[src/rtl/rr_encoder_32x5_pkg.sv]
// rr_encoder_32x5_pkg: shared sizes and FSM state encoding for the round-robin request encoder.
package rr_encoder_32x5_pkg;
   localparam int N  = 32;
   localparam int IW = 5;
   typedef enum logic {S_IDLE = 1'b0, S_OFFER = 1'b1} state_t;
   function automatic logic [N-1:0] onehot(input logic [IW-1:0] idx);
      return {{(N-1){1'b0}}, 1'b1} << idx;
   endfunction
endpackage

[src/rtl/rr_encoder_32x5_penc.sv]
// rr_encoder_32x5_penc: combinational lowest-set-bit encoder, 32 lines to 5-bit index plus any flag.
module rr_encoder_32x5_penc
   import rr_encoder_32x5_pkg::*;
(
   input  logic [N-1:0]  vec_i,
   output logic [IW-1:0] idx_o,
   output logic          any_o
);
   always_comb begin
      idx_o = '0;
      any_o = |vec_i;
      for (int i = N-1; i >= 0; i--)
         if (vec_i[i]) idx_o = IW'(i);
   end
endmodule

[src/rtl/rr_encoder_32x5.sv]
// rr_encoder_32x5: collects request pulses into a pending set and offers one index at a time,
// round-robin from a pointer that advances past each acknowledged grant.
module rr_encoder_32x5
   import rr_encoder_32x5_pkg::*;
(
   input  logic          clk,
   input  logic          rst_n,
   input  logic [N-1:0]  req_i,
   input  logic          ack_i,
   output logic          valid_o,
   output logic [IW-1:0] index_o,
   output logic [N-1:0]  pending_o
);
   state_t        state_q, state_d;
   logic [IW-1:0] index_q, index_d, ptr_q, ptr_d;
   logic [N-1:0]  pending_q, pending_d, clr_mask, hi_mask;
   logic [IW-1:0] hi_idx, all_idx, sel_idx;
   logic          hi_any, all_any;
   rr_encoder_32x5_penc u_hi (.vec_i(pending_q & hi_mask), .idx_o(hi_idx), .any_o(hi_any));
   rr_encoder_32x5_penc u_all (.vec_i(pending_q), .idx_o(all_idx), .any_o(all_any));
   assign hi_mask = {N{1'b1}} << ptr_q;
   assign sel_idx = hi_any ? hi_idx : all_idx;
   // A request arriving on the bit being cleared wins, so the source is served again later.
   assign clr_mask  = (state_q == S_OFFER && ack_i) ? onehot(index_q) : '0;
   assign pending_d = (pending_q & ~clr_mask) | req_i;
   always_comb begin
      state_d = state_q;
      index_d = index_q;
      ptr_d   = ptr_q;
      if (state_q == S_IDLE) begin
         if (all_any) begin
            index_d = sel_idx;
            state_d = S_OFFER;
         end
      end else if (ack_i) begin
         ptr_d   = index_q + IW'(1);
         state_d = S_IDLE;
      end
   end
   always_ff @(posedge clk or negedge rst_n) begin
      if (!rst_n) begin
         state_q   <= S_IDLE;
         index_q   <= '0;
         ptr_q     <= '0;
         pending_q <= '0;
      end else begin
         state_q   <= state_d;
         index_q   <= index_d;
         ptr_q     <= ptr_d;
         pending_q <= pending_d;
      end
   end
   assign valid_o   = (state_q == S_OFFER);
   assign index_o   = index_q;
   assign pending_o = pending_q;
endmodule

[config.mk]
export PLATFORM = sky130hd
export DESIGN_NAME = rr_encoder_32x5
export DESIGN_NICKNAME = d
export VERILOG_FILES = /design/src/rtl/rr_encoder_32x5_pkg.sv /design/src/rtl/rr_encoder_32x5_penc.sv /design/src/rtl/rr_encoder_32x5.sv
export SDC_FILE = /design/constraint.sdc
export NUM_CORES = 1
export LEC_CHECK = 0
export CORE_ASPECT_RATIO = 1.1
export CORE_MARGIN = 3
export CORE_UTILIZATION = 51
export CTS_CLUSTER_DIAMETER = 40
export DETAILED_ROUTE_END_ITERATION = 8
export GPL_ROUTABILITY_DRIVEN = 0
export GPL_TIMING_DRIVEN = 0
export PLACE_DENSITY = 0.83
export SLEW_MARGIN = 20
export SYNTH_ARGS = -nofsm -noshare
export SYNTH_HDL_FRONTEND = slang
export SYNTH_SLANG_ARGS = --single-unit
[constraint.sdc]
create_clock -name clk -period 2.63 [get_ports clk]
set_input_delay 0.3945 -clock clk [delete_from_list [all_inputs] [get_ports clk]]
set_output_delay 0.3945 -clock clk [all_outputs]
set_load 0.1 [all_outputs]
==> Implementation_results.wiki <==
{| class="wikitable"
! Metric !! Value
|-
| Die Footprint || 7340 um2
|-
| WL final || 10.73 mm
|-
| Required time reported for the critical path endpoint || 2.24 ns
|-
| CTS tree || yes
|-
| R2R Path Start || pending_o[11]
|-
| ANT nets after route || 0
|-
| First-pass GRT wire length || 17.28 mm
|-
| Post-CTS sizing || 0
|-
| Fraction of final layout cells with drive strength greater than 1 || 9.434%
|-
| Growth of design area from synthesis to finish || 28.33%
|-
| Worst-case clock buffer depth || 2
|-
| Register bit count reported by yosys || 43
|-
| Core Region || 5951 um2
|-
| Detailed-placement wirelength estimate || 7.978 mm
|-
| Starting density of the core || 54.39%
|-
| Top delay family on crit path || buffers and inverters
|-
| Floorplan row count || 29
|-
| Sum of buffers and inverters on the critical path || 1
|-
| Maximum number of pins on one net before global-route repair || 27
|-
| CP startpoint || pending_o[19]
|-
| Detail-routed via count per cell || 6.491
|-
| Syn Nets || 437
|-
| Most common cell after layout, fill and taps aside || clkdlybuf4s50_1
|-
| Endpoint arrival time on the critical path || 2.09 ns
|-
| Minimum period implied by the final worst setup slack || 2.482 ns
|-
| Maximum clock rate || 402.9 MHz
|-
| Synthesis Warnings || 0
|-
| Worst clock skew || 0.004516 ns
|-
| Final setup violation count || 0
|-
| Total power density per cell area || 609.1 nW/um2
|-
| Vias in the first global route || 3406
|-
| CTS H-Tree Depth || 2
|-
| Critical Path, Cell by Cell || clkdlybuf4s50_1
|-
| CP max stage cell || clkdlybuf4s50_1
|-
| Number of buffers inserted during clock tree synthesis || 5
|-
| Run status || complete, no violations
|-
| Clock Root Buffer || clkbuf_8
|-
| Postcts setup bufs || 0
|-
| TritonCTS sink count || 43
|-
| Number of instances in the synthesized netlist || 396
|-
| Die span in y || 89.56 um
|-
| Final Max Slew Viols || 0
|-
| Post-synth design cell area || 3237 um2
|-
| Final Hold Fails || 0
|-
| Antenna violations before repair || 0
|-
| P_leak || 1.569 nW
|-
| Port buffer count || 72
|-
| Number of remaining DRC errors || 0
|-
| Seq/Total Area, Yosys || 33.24%
|-
| Total routing resource utilization after global routing || 31.37%
|-
| Antenna diode count || 0
|-
| Post-CTS clock slew at the launch and capture registers of the worst setup and hold paths || 0.08 ns
|-
| Kind of capture point of the worst setup path || primary output
|-
| Slew Limit Headroom || 34.14%
|-
| Final period util || 94.37%
|-
| Highest cell delay on the worst timing path || 1.21 ns
|-
| Max_cap viols || 0
|-
| Unrepaired setup endpoints after global routing || false
|-
| Number of distinct library cells after synthesis || 66
|-
| Highest ir drop seen on vdd || 0.0005997 V
|-
| Setup Crit Path Kind || flip-flop to primary output
|-
| Detailed router's first-iteration violation count || 365
|-
| Number of iterations in the first detailed-routing pass || 6
|-
| Clock insertion delay at the later pin of the skew report || 0.30 ns
|-
| I/O pin total || 73
|-
| Number of cells on the worst reg-to-reg path || 8
|-
| Class of the worst hold path || primary input to asynchronous set/reset pin
|-
| Startpoint kind of the worst setup timing path || flip-flop
|-
| Total negative slack for setup checks || 0 ns
|-
| Critical path peak fanout || 8
|-
| Capturing point of the worst reg2reg path || index_o[0]
|-
| Remaining global-route overflow || 0
|-
| Net total in the final layout || 517
|-
| Commonest non-fill, non-tap cells in the layout || 71 x clkdlybuf4s50_1, 60 x nand2_1, 43 x dfrtp_1, 35 x a21o_1, 28 x nor2_1
|-
| Number of synthesized flops with an enable pin || 0
|-
| Number of buffers added to fix hold violations after cts || 0
|-
| Predominant post-synthesis flop cell || dfrtp_1
|-
| Detailed-route wire length per cell || 19.37 um
|-
| Total vias in the final route || 3596
|-
| Transition at the pin with the smallest max-transition slack || 0.9849 ns
|-
| Worst hold slack across all endpoints || 0.02875 ns
|-
| Synthesized area divided by synthesized cell count || 8.174 um2
|-
| Fraction of registers with async set or reset after synthesis || 100.0%
|-
| Setup slack, reg-to-reg || 0.28 ns
|-
| Chip Width || 81.96 um
|}
metal layers:
metal,GRT usage [%],wire length [um],vias up
li1,-,-,1627
met1,40.76,4201,1697
met2,49.82,5089,238
met3,8.972,1144,34
met4,11.33,296,0
met5,0,0,-
cell type report:
class,instances,area (um2)
multi-input cells,315,1949
well taps,77,96.34
flip-flops and latches,43,1076
plain buffers,23,155.1
clock inverters,2,12.51
repair buffers,73,735.7
clock buffers,6,72.57
fillers,510,1797
inverters,15,56.30
synthesized netlist by cell type, types with 2 or more instances:
cell type	instances	area (um2)
and2_1	4	25.02
ha_1	6	75.07
nand4_1	6	37.54
or3_1	2	12.51
xor2_1	2	17.52
o21a_1	6	45.04
o311a_1	2	20.02
nand2_1	60	225.2
and3_1	5	31.28
buf_4	10	75.07
o2111ai_1	3	26.28
buf_6	4	45.04
nor2b_1	4	25.02
o211ai_2	4	50.05
a21boi_1	3	22.52
o21ai_1	2	10.01
o211ai_1	6	45.04
clkbuf_1	8	30.03
nand3b_1	3	22.52
a211oi_1	2	15.01
inv_2	2	7.510
o311ai_1	5	43.79
inv_1	13	48.80
nand3_2	2	20.02
a21o_1	35	262.8
or2_2	2	12.51
o21ai_0	26	130.1
nand2b_1	3	18.77
o311ai_0	2	17.52
a31oi_1	2	12.51
nor4_2	2	25.02
nand3_1	12	60.06
nor2_1	28	105.1
a21oi_1	23	115.1
nor4_1	5	31.28
o31ai_1	6	45.04
a22o_1	2	17.52
dfrtp_1	43	1076
nor3_1	14	70.07
power breakdown:
part / total, mW / internal (mW) / switching, mW / leakage (nW)
clock network: 0.419 / 0.186 / 0.234 / 0.0412
logic: 1.30 / 0.422 / 0.875 / 1.11
registers: 0.813 / 0.720 / 0.0933 / 0.422
total: 2.53 / 1.33 / 1.20 / 1.57
flip-flops by register name, indices dropped and copies added, names as in the netlist:
name,count
ptr_q,5
index_o,5
pending_o,32
valid_o,1
worst max path at each step:
stage	to	cells past startpoint	slack (ns)
4_1_cts	pending_o[19]	1	0.15
6_report	pending_o[19]	1	0.15
5_1_grt	index_o[3]	6	0.07
3_3_place_gp	pending_o[13]	1	0.05
2_1_floorplan	index_o[0]	8	0.26
3_5_place_dp	index_o[3]	7	0.33
kinds of logic after synthesis:
logic type / after synthesis / synth area share, %
fa+ha+maj: 6 / 2.319
xor+xnor: 2 / 0.5413
compound gates: 145 / 31.66
simple gates: 162 / 25.71
buf+inv: 38 / 6.533
flops: 43 / 33.24
per-stage QoR:
| stage | total power [mW] | cells | cell area [um2] | util, % | setup WS (ns) |
|---|---|---|---|---|---|
| finish | 2.530 | 554 | 4154 | 69.81 | 0.1481 |
| global route | 2.652 | 554 | 4154 | 69.81 | 0.07298 |
| CTS | 2.502 | 554 | 4154 | 69.81 | 0.1498 |
| detailed placement | 2.081 | 546 | 4069 | 68.38 | 0.3296 |
| global placement | 2.078 | 545 | 4054 | 68.12 | 0.05113 |
| floorplan | 1.705 | 396 | 3237 | - | 0.2572 |
Note: power is estimated with default switching activity, not from simulation.
